`src/rtl/mem_lsu.sv`:
```
// MEM-stage load/store unit: runs one data-memory transaction per load/store,
// holds the pipeline until it completes, and formats load data for MEM/WB.
module mem_lsu #(
    parameter int ADDR_W      = 32,
    parameter int DATA_W      = 32,
    parameter int TIMEOUT_CYC = 16
) (
    input  logic              clk,
    input  logic              rst,
    input  logic              MEM_MemRead,
    input  logic              MEM_MemWrite,
    input  logic [2:0]        MEM_funct3,
    input  logic [ADDR_W-1:0] MEM_alu_out,
    input  logic [DATA_W-1:0] MEM_rs2_data,
    input  logic              pipe_adv,
    output logic              dm_req,
    output logic              dm_we,
    output logic [3:0]        dm_be,
    output logic [ADDR_W-1:0] dm_addr,
    output logic [DATA_W-1:0] dm_wdata,
    input  logic              dm_ready,
    input  logic              dm_rvalid,
    input  logic [DATA_W-1:0] dm_rdata,
    output logic [DATA_W-1:0] MEM_mem_data,
    output logic              lsu_stall,
    output logic              misalign,
    output logic              bus_err
);

    typedef enum logic [1:0] {
        S_IDLE,
        S_REQ,
        S_RDATA,
        S_DONE
    } state_t;

    localparam int CNT_W = (TIMEOUT_CYC > 1) ? $clog2(TIMEOUT_CYC) : 1;
    localparam logic [CNT_W-1:0] CNT_LAST = CNT_W'(TIMEOUT_CYC - 1);

    state_t            r_state;
    logic [CNT_W-1:0]  r_cnt;
    logic              r_dm_req;
    logic              r_dm_we;
    logic [3:0]        r_dm_be;
    logic [ADDR_W-1:0] r_dm_addr;
    logic [DATA_W-1:0] r_dm_wdata;
    logic [DATA_W-1:0] r_mem_data;
    logic              r_misalign;
    logic              r_bus_err;
    logic [1:0]        r_lo;
    logic [2:0]        r_f3;

    logic              w_op;
    logic              w_misalign;
    logic              w_cnt_last;
    logic [1:0]        w_lo;
    logic [3:0]        w_be;
    logic [DATA_W-1:0] w_wdata;
    logic [7:0]        w_byte;
    logic [15:0]       w_half;
    logic [DATA_W-1:0] w_load_data;

    assign w_op       = MEM_MemRead | MEM_MemWrite;
    assign w_lo       = MEM_alu_out[1:0];
    assign w_cnt_last = (r_cnt == CNT_LAST);
    // funct3[1:0]: 00 byte, 01 half, 1x word
    assign w_misalign = ((MEM_funct3[1:0] == 2'b01) && w_lo[0]) ||
                        (MEM_funct3[1] && (w_lo != 2'b00));

    always_comb begin
        w_be    = 4'b1111;
        w_wdata = MEM_rs2_data;
        if (!MEM_MemRead) begin
            case (MEM_funct3[1:0])
                2'b00: begin
                    w_be    = 4'b0001 << w_lo;
                    w_wdata = {4{MEM_rs2_data[7:0]}};
                end
                2'b01: begin
                    w_be    = MEM_alu_out[1] ? 4'b1100 : 4'b0011;
                    w_wdata = {2{MEM_rs2_data[15:0]}};
                end
                default: begin
                    w_be    = 4'b1111;
                    w_wdata = MEM_rs2_data;
                end
            endcase
        end
    end

    always_comb begin
        case (r_lo)
            2'd0:    w_byte = dm_rdata[7:0];
            2'd1:    w_byte = dm_rdata[15:8];
            2'd2:    w_byte = dm_rdata[23:16];
            default: w_byte = dm_rdata[31:24];
        endcase
        w_half = r_lo[1] ? dm_rdata[31:16] : dm_rdata[15:0];
        case (r_f3)
            3'b000:  w_load_data = {{24{w_byte[7]}}, w_byte};
            3'b100:  w_load_data = {24'b0, w_byte};
            3'b001:  w_load_data = {{16{w_half[15]}}, w_half};
            3'b101:  w_load_data = {16'b0, w_half};
            default: w_load_data = dm_rdata;
        endcase
    end

    // A read's ready is not completion, so the timeout still wins on the last count.
    always_ff @(posedge clk) begin
        if (!rst) begin
            r_state    <= S_IDLE;
            r_cnt      <= '0;
            r_dm_req   <= 1'b0;
            r_dm_we    <= 1'b0;
            r_dm_be    <= '0;
            r_dm_addr  <= '0;
            r_dm_wdata <= '0;
            r_mem_data <= '0;
            r_misalign <= 1'b0;
            r_bus_err  <= 1'b0;
            r_lo       <= '0;
            r_f3       <= '0;
        end else begin
            r_misalign <= 1'b0;
            r_bus_err  <= 1'b0;
            case (r_state)
                S_IDLE: begin
                    if (w_op) begin
                        if (w_misalign) begin
                            r_state    <= S_DONE;
                            r_misalign <= 1'b1;
                            r_mem_data <= '0;
                        end else begin
                            r_state    <= S_REQ;
                            r_cnt      <= '0;
                            r_dm_req   <= 1'b1;
                            r_dm_we    <= !MEM_MemRead;
                            r_dm_be    <= w_be;
                            r_dm_addr  <= {MEM_alu_out[ADDR_W-1:2], 2'b00};
                            r_dm_wdata <= w_wdata;
                            r_lo       <= w_lo;
                            r_f3       <= MEM_funct3;
                        end
                    end
                end
                S_REQ: begin
                    if (dm_ready && r_dm_we) begin
                        r_dm_req <= 1'b0;
                        r_state  <= S_DONE;
                    end else if (w_cnt_last) begin
                        r_dm_req   <= 1'b0;
                        r_state    <= S_DONE;
                        r_bus_err  <= 1'b1;
                        r_mem_data <= '0;
                    end else begin
                        r_cnt <= r_cnt + CNT_W'(1);
                        if (dm_ready) begin
                            r_dm_req <= 1'b0;
                            r_state  <= S_RDATA;
                        end
                    end
                end
                S_RDATA: begin
                    if (dm_rvalid) begin
                        r_mem_data <= w_load_data;
                        r_state    <= S_DONE;
                    end else if (w_cnt_last) begin
                        r_state    <= S_DONE;
                        r_bus_err  <= 1'b1;
                        r_mem_data <= '0;
                    end else begin
                        r_cnt <= r_cnt + CNT_W'(1);
                    end
                end
                S_DONE: begin
                    if (pipe_adv) begin
                        r_state <= S_IDLE;
                    end
                end
                default: r_state <= S_IDLE;
            endcase
        end
    end

    assign dm_req       = r_dm_req;
    assign dm_we        = r_dm_we;
    assign dm_be        = r_dm_be;
    assign dm_addr      = r_dm_addr;
    assign dm_wdata     = r_dm_wdata;
    assign MEM_mem_data = r_mem_data;
    assign misalign     = r_misalign;
    assign bus_err      = r_bus_err;
    assign lsu_stall    = w_op && (r_state != S_DONE);

endmodule
```
`config.mk`:
```
export PLATFORM = sky130hd
export DESIGN_NAME = mem_lsu
export DESIGN_NICKNAME = d
export VERILOG_FILES = /design/src/rtl/mem_lsu.sv
export SDC_FILE = /design/constraint.sdc
export NUM_CORES = 1
export LEC_CHECK = 0
export BUFFER_PORTS_ARGS = -buffer_cell sky130_fd_sc_hd__buf_2
export CELL_PAD_IN_SITES_DETAIL_PLACEMENT = 1
export CELL_PAD_IN_SITES_GLOBAL_PLACEMENT = 1
export CORE_MARGIN = 8
export CORE_UTILIZATION = 35
export DETAILED_ROUTE_END_ITERATION = 6
export HOLD_SLACK_MARGIN = 0.06
export PLACE_DENSITY_LB_ADDON = 0.1
export SYNTH_ARGS = -nofsm -noshare
export SYNTH_HDL_FRONTEND = slang
export SYNTH_SLANG_ARGS = --single-unit
```
`constraint.sdc`:
```
create_clock -name clk -period 2.3 [get_ports clk]
set_input_delay 0.575 -clock clk [delete_from_list [all_inputs] [get_ports clk]]
set_output_delay 0.575 -clock clk [all_outputs]
set_load 0.02 [all_outputs]
```
After elaboration in Yosys (flattened, before gate mapping)
Cells that the tools add are included.
{"block": "totals", "reg_bits": 113, "elab_cells": 94, "in_bits": 106, "output_inout_bits": 105}
{"block": "classes", "reduce_logical": 19, "addsub": 1, "eq_ne": 19, "n_shift": 1, "n_bitwise": 2, "muxes": 40}
{"cell": "32-bit two-way mux", "n": 6}
{"cell": "32-bit one-hot mux with 4 select lines", "n": 1}
{"cell": "32-bit one-hot mux with 3 select lines", "n": 1}
{"cell": "32-bit one-hot mux with 2 select lines", "n": 1}
{"cell": "4-bit two-way mux", "n": 7}
{"cell": "8-bit one-hot mux with 3 select lines", "n": 1}
{"cell": "16-bit two-way mux", "n": 1}
{"cell": "2-bit two-way mux", "n": 8}
{"cell": "2-bit != test (second input constant)", "n": 7}
{"cell": "4-bit one-hot mux with 3 select lines", "n": 1}
{"cell": "4-bit AND reduction", "n": 3}
{"cell": "1-bit two-way mux", "n": 9}
{"cell": "2-bit one-hot mux with 4 select lines", "n": 1}
{"cell": "4-bit one-hot mux with 2 select lines", "n": 1}
{"cell": "2-bit by 1-bit == test with 1-bit output (second input constant)", "n": 3}
{"cell": "2-bit == test (second input constant)", "n": 3}
{"cell": "3-bit == test (second input constant)", "n": 2}
{"cell": "2-bit zero test", "n": 3}
{"cell": "3-bit AND reduction", "n": 2}
{"cell": "5-bit AND reduction", "n": 1}
{"cell": "4-bit by 1-bit adder with 4-bit output (second input constant)", "n": 1}
{"cell": "4-bit == test (second input constant)", "n": 1}
{"cell": "1-bit logical AND", "n": 4}
{"cell": "4-bit != test (second input constant)", "n": 1}
{"cell": "11 further kinds", "n": 13}

Logic depth before layout (Yosys ltp)
{"block": "depth", "ltp_word": 6, "mapped_depth": 8, "mapped_depth_nobuf": 6}

Least setup slack after synthesis
OpenSTA, ideal clock, no wires.
{"block": "synth_timing", "kind": "reg-to-reg", "from": "register r_state[0]", "to": "register r_mem_data[10] (netlist: MEM_mem_data[10])", "path_stages_with_launch": 8, "t_arrival_ns": 1.806, "setup_ns": 0.059, "t_required_ns": 2.241, "path_buffers": 1, "slack_ns": 0.435, "synth_period_minus_slack_ns": 1.865, "cell_sequence": "dfxtp_1 > inv_1 > ha_1 > or2_2 > and3_4 > a31oi_4 > buf_6 > a22o_1"}
{"block": "synth_between", "elab_chain_len": 3, "elab_cells_between_ends": 9, "cone_classes": "eq/ne: 5; mux: 1; reduce/logical: 3"}
{"element": "from (decl)", "line_no": "40", "source": "state_t r_state;"}
{"element": "from (signal assigned)", "line_no": "111", "source": "r_state <= S_IDLE;"}
{"element": "from (signal assigned)", "line_no": "130", "source": "r_state <= S_DONE;"}
{"element": "from (signal assigned)", "line_no": "134", "source": "r_state <= S_REQ;"}
{"element": "2-bit by 1-bit == test with 1-bit output, or another cell as far along", "line_no": "126", "source": "case (r_state)"}
{"element": "2-bit != test (no line) or 3-bit nonzero test (tied branches)"}
{"element": "4-bit AND reduction (no line)"}
{"element": "to (signal assigned)", "line_no": "165", "source": "r_mem_data <= w_load_data;"}
{"element": "to (decl)", "line_no": "47", "source": "logic [DATA_W-1:0] r_mem_data;"}
Several ways; a longest one is shown, not always the timed one.
A chain may end at the register's enable or synchronous reset.

Final worst setup path
{"block": "layout_timing", "from": "register r_state[1]", "to": "register r_cnt[2]"}
{"block": "layout_between", "elab_chain_len": 3, "elab_cells_between_ends": 10, "cone_classes": "eq/ne: 6; mux: 1; reduce/logical: 3"}
{"element": "2-bit by 1-bit == test with 1-bit output, or another cell as far along", "line_no": "126"}
{"element": "2-bit != test (no line) or 3-bit nonzero test (tied branches)"}
{"element": "5-bit AND reduction (no line)"}
{"element": "to (signal assigned)", "line_no": "156", "source": "r_cnt <= r_cnt + CNT_W'(1);"}
{"element": "to (signal assigned)", "line_no": "172", "source": "r_cnt <= r_cnt + CNT_W'(1);"}
{"element": "to (decl)", "line_no": "41", "source": "logic [CNT_W-1:0] r_cnt;"}
Several ways; a longest one is shown, not always the timed one.

==> impl_metrics.tcl <==
set metrics [dict create \
    yosysMostFrequentCell "nand2_1" \
    grt_pass1_vias 5479 \
    port-buffer-count 208 \
    cp_max_fo 8 \
    cp.arrival_ns 2.46 \
    hold_path_class "input port to register" \
    fin_crit_sh_pct 94.1 \
    clk_pin_slew_worst_paths_ns 0.06 \
    fin_crit_ns 2.16 \
    finalSetupTns_ns 0 \
    cts_tree "built" \
    yosys.area.top_type "dfxtp_1" \
    max_slew_margin_pct 52.0 \
    vias_per_cell 5.23 \
    drc 0 \
    reg2reg_slack_ns 0.14 \
    final-setup-viol-count 0 \
    synth_enable_flop_cells 0 \
    critPathKind "register to register" \
    endpoint_kind "register" \
    final.setup_skew_ns 0.00774 \
    ant_nets 0 \
    die-area_um2 18800 \
    cts_resized 0 \
    yosys.cell_types.count 59 \
    start_util_pct 35.6 \
    core_um2 14500 \
    fin_ws_ns 0.137 \
    slowest_delay_ns 0.43 \
    p_leak_nw 3.04 \
    worst_slew_pin_slew_ns 0.719 \
    diodes 0 \
    reg2reg_depth 6 \
    fp.dieW_um 137 \
    grt_pass1_wl_um 28500 \
    maxCapViolCount 0 \
    synthCells 597 \
    yosysWarnings 0 \
    synthFlopType "dfxtp_1" \
    cts_buffer_depth 2 \
    wl_per_cell_um 18.5 \
    status "finished, final reports clean" \
    place_ws_ns 0.153 \
    yosys_register_bits 113 \
    hpwl_um 13700 \
    setup.worst_path.start_class "register" \
    fin_nets 904 \
    syn_area_um2 5150 \
    max-vdd-ir-drop_mv 0.581 \
    powerDensity_nw_per_um2 1030 \
    vias 5176 \
    hold_ws_ns 0.390 \
    crit_slowest_cell "ha_1" \
    yosysTopAreaCellShare_pct 43.9 \
    hold_viol 0 \
    io_pins 211 \
    rows 44 \
    syn2layout_area_growth_pct 33.8 \
    cp.required_ns 2.60 \
    async_flop_share_pct 0 \
    numCtsBuffers 17 \
    fmax_mhz 462 \
    cts_sinks 113 \
    synthTopCellsByArea "dfxtp_1 (44%), nand2_1 (10%), a21oi_1 (6.1%)" \
    cts_hold_buf 0 \
    cts_max_level 4 \
    drv_slew 0 \
    avgSynthCellArea_um2 8.62 \
    antenna_found_initial 1 \
    drt_iter0_drc 226 \
    stdcell_area_um2 6890 \
    ys_seq_area_share_pct 43.9 \
    grt_setup_unrepaired "no" \
    wl_um 18300 \
    place_congestion 0.797 \
    post_cts_buffers 0 \
    drive_above_1_share_pct 35.4 \
    post_dp_cell_area_um2 6320 \
    synth_common_cells "nand2_1 (139), dfxtp_1 (113), a21oi_1 (63), a32o_1 (23), clkbuf_1 (23)" \
    cp_cell_sequence "inv_1 -> ha_1 -> or2_2 -> nand3_2 -> or3_4 -> o41ai_1" \
    grt_max_degree 52 \
    track_usage_pct 19.2 \
    insertion_delay_ns 0.42 \
    drt-pass1-iter-count 4 \
    root_buffer "clkbuf_16" \
    nFillCells 1790 \
    die_y_um 137 \
    min_path_cells 3 \
    grt_overflow 0 \
]
==> through the flow <==
stage	util (%)	std cells	total power, mW
finish	47.6	990	7.10
global route	47.6	990	7.50
CTS	47.6	990	7.20
detailed placement	43.7	958	4.67
global placement	43.7	958	4.59
floorplan	-	598	3.94
==> logic make-up (layout without fill, tap and decap cells) <==
| logic type | Yosys count | in the layout | synth area share, % |
|---|---|---|---|
| buffers and inverters | 56 | 264 | 5.74 |
| AOI/OAI and AO/OA | 170 | 170 | 24.0 |
| DFF | 113 | 113 | 43.9 |
| adders and majority gates | 5 | 5 | 1.22 |
| muxes | 14 | 14 | 2.89 |
| other | 1 | 2 | 0.0729 |
| and+or+nand+nor | 238 | 238 | 22.1 |
==> layout make-up <==
class	instances	area [um^2]	area share, %
Multi-Input combinational cell	429	2590	37.7
Sequential cell	113	2260	32.8
Clock buffer	17	425	6.18
Inverter	9	33.8	0.490
Clock inverter	15	138	2.00
Tap cell	184	230	3.34
Timing Repair Buffer	223	1200	17.5
==> final timing paths <==
kind                                  from                  endpoint
setup / recovery   r_state[1]$_SDFFE_PN0P_     r_cnt[2]$_SDFFE_PN0P_
hold / removal             MEM_alu_out[25]  dm_addr[25]$_SDFFE_PN0P_
setup reg to reg   r_state[1]$_SDFFE_PN0P_     r_cnt[2]$_SDFFE_PN0P_
hold reg to reg   dm_addr[11]$_SDFFE_PN0P_  dm_addr[11]$_SDFFE_PN0P_
==> layout by cell type (no fill, tap or decap), drive strengths merged, types with 2 or more instances in the layout <==
master,count
a211o,6
clkinvlp,3
inv,11
o221ai,7
a311oi,10
buf,223
a211oi,2
nand3,15
o211a,2
a31oi,10
mux2i,10
dfxtp,113
a21o,6
a22o,9
ha,5
o211ai,11
mux2,4
nor3,3
nor2,16
nand4,2
o21ai,5
clkbuf,17
nand2,139
conb,2
nor2b,10
nand3b,7
o311ai,2
a21oi,63
nand2b,19
a32o,23
clkinv,9
nor3b,3
a22oi,3
or2,15
==> sequential cells by signal, indices dropped and copies added (netlist names) <==
signal,cells
MEM_mem_data,32
bus_err,1
dm_addr,30
dm_be,4
dm_req,1
dm_wdata,32
dm_we,1
misalign,1
r_cnt,4
r_f3,3
r_lo,2
r_state,2
==> worst max-delay path, delay by kind of cell (launching register included) <==
kind / cells / cell delay, ns
and+or+nand+nor: 3 / 0.77
adders and majority gates: 1 / 0.43
DFF: 1 / 0.39
AOI/OAI and AO/OA: 1 / 0.36
buffers and inverters: 1 / 0.10
==> metal layers <==
metal | wire length, um | vias up | global-route usage (%)
met5 | 13 | - | 0
met4 | 221 | 2 | 5.73
met3 | 1720 | 19 | 8.86
met2 | 9020 | 140 | 32.7
met1 | 7350 | 2486 | 21.1
li1 | - | 2529 | -
==> power by group <==
group | total [mW] | switching (mW) | internal [mW]
clock network | 2.50 | 1.01 | 1.49
registers | 2.37 | 0.159 | 2.21
logic | 2.23 | 1.41 | 0.825
total | 7.10 | 2.58 | 4.53
No activity file was read; power rests on OpenSTA's default activity.
